[config.mk]
export PLATFORM = sky130hd
export DESIGN_NAME = revaluate_engine
export DESIGN_NICKNAME = d
export VERILOG_FILES = /design/src/rtl/revaluate_engine.sv
export SDC_FILE = /design/constraint.sdc
export NUM_CORES = 1
export LEC_CHECK = 0
export CORE_MARGIN = 10
export CORE_UTILIZATION = 45
export DETAILED_ROUTE_END_ITERATION = 8
export SLEW_MARGIN = 20
export SYNTH_ARGS = -nofsm -noshare
export SYNTH_HDL_FRONTEND = slang
export SYNTH_SLANG_ARGS = --single-unit
[constraint.sdc]
create_clock -name clk -period 6.4 [get_ports clk]
set_input_delay 1.28 -clock clk [delete_from_list [all_inputs] [get_ports clk]]
set_output_delay 1.28 -clock clk [all_outputs]
set_load 0.01 [all_outputs]
[src/rtl/revaluate_engine.sv]
// Theta-style in-place pass over a 5x5 lane state held in an external single-port memory.
// Lane (x,y) lives at address 5*y+x. A start pulse runs one full column-parity gather
// followed by a read/modify/write sweep, then a one-cycle done pulse.
module revaluate_engine #(
  parameter int unsigned W   = 64,
  parameter int unsigned ROT = 1
) (
  input  logic         clk,
  input  logic         rst,
  input  logic         revaluate_start,
  output logic         revaluate_done,
  output logic         busy,
  output logic [4:0]   mem_addr,
  output logic         mem_rd,
  output logic         mem_wr,
  input  logic [W-1:0] mem_rdata,
  output logic [W-1:0] mem_wdata
);

  localparam int unsigned ROT_M     = ROT % W;
  localparam int unsigned NUM_LANES = 25;
  localparam int unsigned LAST_LANE = NUM_LANES - 1;

  typedef enum logic [2:0] {
    S_IDLE     = 3'd0,
    S_PARITY   = 3'd1,
    S_PAR_LAST = 3'd2,
    S_UPD_RD   = 3'd3,
    S_UPD_WR   = 3'd4,
    S_DONE     = 3'd5
  } state_e;

  state_e         state_q, state_d;
  logic [4:0]     cnt_q, cnt_d;
  logic [2:0]     xi_q, xi_d;
  logic [W-1:0]   c_q [5];
  logic [W-1:0]   c_d [5];
  logic [2:0]     xm1;
  logic [2:0]     xp1;

  // Left rotate by the fixed amount; a zero rotate must not shift by the full width.
  function automatic logic [W-1:0] rotl(input logic [W-1:0] v);
    if (ROT_M == 0) return v;
    return (v << ROT_M) | (v >> (W - ROT_M));
  endfunction

  // Column neighbours of the current lane, modulo 5 without a divider.
  assign xm1 = (xi_q == 3'd0) ? 3'd4 : xi_q - 3'd1;
  assign xp1 = (xi_q == 3'd4) ? 3'd0 : xi_q + 3'd1;

  // State, lane counter, column counter and parity accumulators.
  always_ff @(posedge clk) begin
    if (rst) begin
      state_q <= S_IDLE;
      cnt_q   <= '0;
      xi_q    <= '0;
      for (int i = 0; i < 5; i++) c_q[i] <= '0;
    end else begin
      state_q <= state_d;
      cnt_q   <= cnt_d;
      xi_q    <= xi_d;
      for (int i = 0; i < 5; i++) c_q[i] <= c_d[i];
    end
  end

  // Next-state, counter and parity-accumulate logic.
  always_comb begin
    state_d = state_q;
    cnt_d   = cnt_q;
    xi_d    = xi_q;
    for (int i = 0; i < 5; i++) c_d[i] = c_q[i];
    unique case (state_q)
      S_IDLE: begin
        if (revaluate_start) begin
          state_d = S_PARITY;
          cnt_d   = '0;
          xi_d    = '0;
          for (int i = 0; i < 5; i++) c_d[i] = '0;
        end
      end
      S_PARITY: begin
        // Read data lags the address by one cycle, so it belongs to column xi-1.
        if (cnt_q != 5'd0) c_d[xm1] = c_q[xm1] ^ mem_rdata;
        cnt_d = cnt_q + 5'd1;
        xi_d  = xp1;
        if (cnt_q == 5'(LAST_LANE)) state_d = S_PAR_LAST;
      end
      S_PAR_LAST: begin
        // Lane 24 sits in column 4.
        c_d[4]  = c_q[4] ^ mem_rdata;
        cnt_d   = '0;
        xi_d    = '0;
        state_d = S_UPD_RD;
      end
      S_UPD_RD: begin
        state_d = S_UPD_WR;
      end
      S_UPD_WR: begin
        if (cnt_q == 5'(LAST_LANE)) begin
          state_d = S_DONE;
        end else begin
          cnt_d   = cnt_q + 5'd1;
          xi_d    = xp1;
          state_d = S_UPD_RD;
        end
      end
      S_DONE: begin
        state_d = S_IDLE;
      end
      default: begin
        state_d = S_IDLE;
      end
    endcase
  end

  // Moore-decoded strobes; write data is formed from the lane just read.
  always_comb begin
    revaluate_done = 1'b0;
    busy           = 1'b0;
    mem_rd         = 1'b0;
    mem_wr         = 1'b0;
    mem_addr       = '0;
    mem_wdata      = '0;
    unique case (state_q)
      S_PARITY: begin
        busy     = 1'b1;
        mem_rd   = 1'b1;
        mem_addr = cnt_q;
      end
      S_PAR_LAST: begin
        busy = 1'b1;
      end
      S_UPD_RD: begin
        busy     = 1'b1;
        mem_rd   = 1'b1;
        mem_addr = cnt_q;
      end
      S_UPD_WR: begin
        busy      = 1'b1;
        mem_wr    = 1'b1;
        mem_addr  = cnt_q;
        mem_wdata = mem_rdata ^ c_q[xm1] ^ rotl(c_q[xp1]);
      end
      S_DONE: begin
        busy           = 1'b1;
        revaluate_done = 1'b1;
      end
      default: begin
      end
    endcase
  end

endmodule

==> reports/results.ini <==
[critical_path]
critPathLaunchType = flop
reg2regPathDepth = 7
arrival_ns = 4.52
critPathMaxFanout = 20
required_ns = 5.12
cp-end-kind = output pin
crit_type = reg -> out

[logic_synthesis]
synth_nets = 2172
synthesis.area_mm2 = 0.01969
synth_common_cells = 331 x dfxtp_1, 323 x nand2_1, 251 x mux2i_1
yosys_warnings = 0
synth_top_area_share = 0.3365
yosysUniqueCellTypes = 57
avgSynthCellArea_um2 = 9.377
ys_ff_latch = 331
synth_ff_type = dfxtp_1
yosysTopAreaCell = dfxtp_1
synth_edf_count = 0
yosysMostFrequentCell = dfxtp_1
ys_seq_area_frac = 0.3365
synth_area_leaders = dfxtp_1 34%, mux2i_1 13%, mux4_2 7.3%
synth_cells = 2100
synthArstFlopShare = 0

[flow_run]
max_cap_violations = 0

[die]
fp.dieW_um = 229.2
die_h_um = 229.2
initial_core_util = 0.4562
core_mm2 = 0.04317
die_area_mm2 = 0.05253
std_cell_rows = 76
io_pins = 140

[hold_path]
hold_depth = 2
hold_class = reg -> reg

[power_and_ir_drop]
leakagePower_nw = 8.316
ir_worst_vdd_v = 0.0001347
p_per_area_mw_per_mm2 = 215.9
power_mw = 4.937

[sta]
rsz0062_at_grt = false
setup_viol = 0
slew_headroom = 0.2759
drv_slew = 0
worst_clock_skew_ns = 0.03607
holdWs_ns = 0.4636
fin_crit_sh = 0.9055
clock.fmax_mhz = 172.6
fin_tns_setup_ns = 0
layout_min_cycle_time_ns = 5.795
hold_viol = 0
tightest_slew_ns = 1.084

[place]
dp.cells = 2693
hpwl_mm = 37.49
place_congestion = 0.8003
portBuffers = 139

[cts]
clkTransAtPathRegs_ns = 0.06
h-tree-depth = 2
cts_setup_buffers = 0
cts-root-buf = clkbuf_16
clk_path_buf_depth = 3
cts_hold_repair.buffers = 0
cts.sinks = 331
cts_buffers = 39
clk_latency_ns = 0.55
cts_tree = done
cts-resized-gates = 0

[routing]
drc = 0
wl_per_cell_um = 23.83
vias_per_cell = 6.116
ant_nets = 0
via_count = 16890
first_pass_iters = 5
first_iter_violations = 1463
routed_wl_mm = 65.80

[global_route]
gr-usage-all-layers = 0.2408
globalRoute.totalOverflow = 0
grt_max_degree = 73
grt_pass1_wl_mm = 101.5
grt_pass1_vias = 16770
antenna_found_initial = 0

[layout]
antenna_cells = 0
multi_input_area_mm2 = 0.01239
nFillCells = 3928
stdcell_count = 2761
nNetsFinal = 2221
area_growth_pct = 16.13
regArea_mm2 = 0.006626
final_layout_size_suffix_gt1_frac = 0.1880

[outcome]
status = complete, no violations

[kinds of logic (layout without fill, tap and decap cells)]
kind of cell,count (synthesis),in the layout,synth area share
AND/OR/NAND/NOR,587,587,0.1398
buffers and inverters,178,254,0.04365
flip-flops,331,331,0.3365
XOR/XNOR,66,66,0.05369
adder cells (fa/ha/maj),5,5,0.003177
AO/OA/AOI/OAI,613,613,0.2195
multiplexers,320,320,0.2036
[placed cells by master (no fill, tap or decap), types with 3 or more instances in the layout]
cell / instances
a21oi_1: 80
a21oi_4: 6
a221oi_2: 62
and2_1: 3
buf_12: 7
buf_4: 35
bufinv_16: 5
clkbuf_1: 6
clkbuf_16: 39
clkbuf_8: 5
clkdlybuf4s50_1: 138
clkinv_2: 10
dfxtp_1: 331
ha_1: 4
inv_1: 4
mux2_2: 3
mux2i_1: 250
mux4_2: 64
nand2_1: 322
nand3_1: 4
nand3_4: 3
nor2_1: 90
nor2_4: 3
nor2b_1: 6
nor3_1: 4
nor3b_1: 66
o21ai_0: 193
o21ai_1: 132
o221ai_1: 45
o221ai_2: 18
o2bb2ai_1: 64
o31ai_1: 3
or2_2: 65
xnor2_2: 62
[state kept, by name, summed over array words and instances (netlist names)]
| name | flops |
|---|---|
| cnt_q | 5 |
| xi_q | 3 |
| c_q | 320 |
| state_q | 3 |
[worst max-delay path, stage by stage (launching register included)]
cell             delay [ns]
dfxtp_1                0.60
inv_1                  0.27
ha_1                   0.34
or3_1                  0.34
nand2_2                0.47
buf_4                  0.44
nor2_1                 0.09
a221oi_2               0.25
xnor2_2                0.21
mux2i_1                0.37
clkdlybuf4s50_1        0.60
[power breakdown]
part,internal [mW],switching (mW),leakage [nW]
clock,1.38,0.919,0.642
sequential,2.07,0.0104,2.67
combinational,0.201,0.361,5.01
total,3.65,1.29,8.32
[final cells by class]
| class | instances | share of cell area |
|---|---|---|
| multi-input combinational | 1591 | 0.5417 |
| sequential | 331 | 0.2898 |
| timing repair buffer | 181 | 0.07923 |
| clock buffer | 50 | 0.04667 |
| tap | 585 | 0.03201 |
| clock inverter | 18 | 0.009848 |
| inverter | 5 | 0.0008207 |
[layer usage]
layer,GRT usage,routed length [µm],vias to the layer above
li1,-,-,7841
met1,0.3235,29460,8348
met2,0.3955,30690,585
met3,0.03090,4170,112
met4,0.07345,1468,0
met5,0,0,-
[final timing paths]
check | slack, ns | from | end
max reg2reg | 2.73 | state_q[0]$_SDFFE_PP0P_ | c_q[2][6]$_SDFFE_PP0P_
min reg2reg | 0.46 | c_q[3][61]$_SDFFE_PP0P_ | c_q[3][61]$_SDFFE_PP0P_
max | 0.60 | xi_q[0]$_SDFFE_PP0P_ | mem_wdata[1]
min | 0.46 | c_q[3][61]$_SDFFE_PP0P_ | c_q[3][61]$_SDFFE_PP0P_
[per-stage QoR]
step	worst slack (ns)	utilization	area [µm²]
CTS	0.5924	0.5296	22860
floorplan	2.439	-	19690
finish	0.6046	0.5297	22870
global route	0.4081	0.5297	22870
detailed placement	1.153	0.4997	21570
global placement	1.243	0.4990	21540
(Power assumes the default switching activity.)
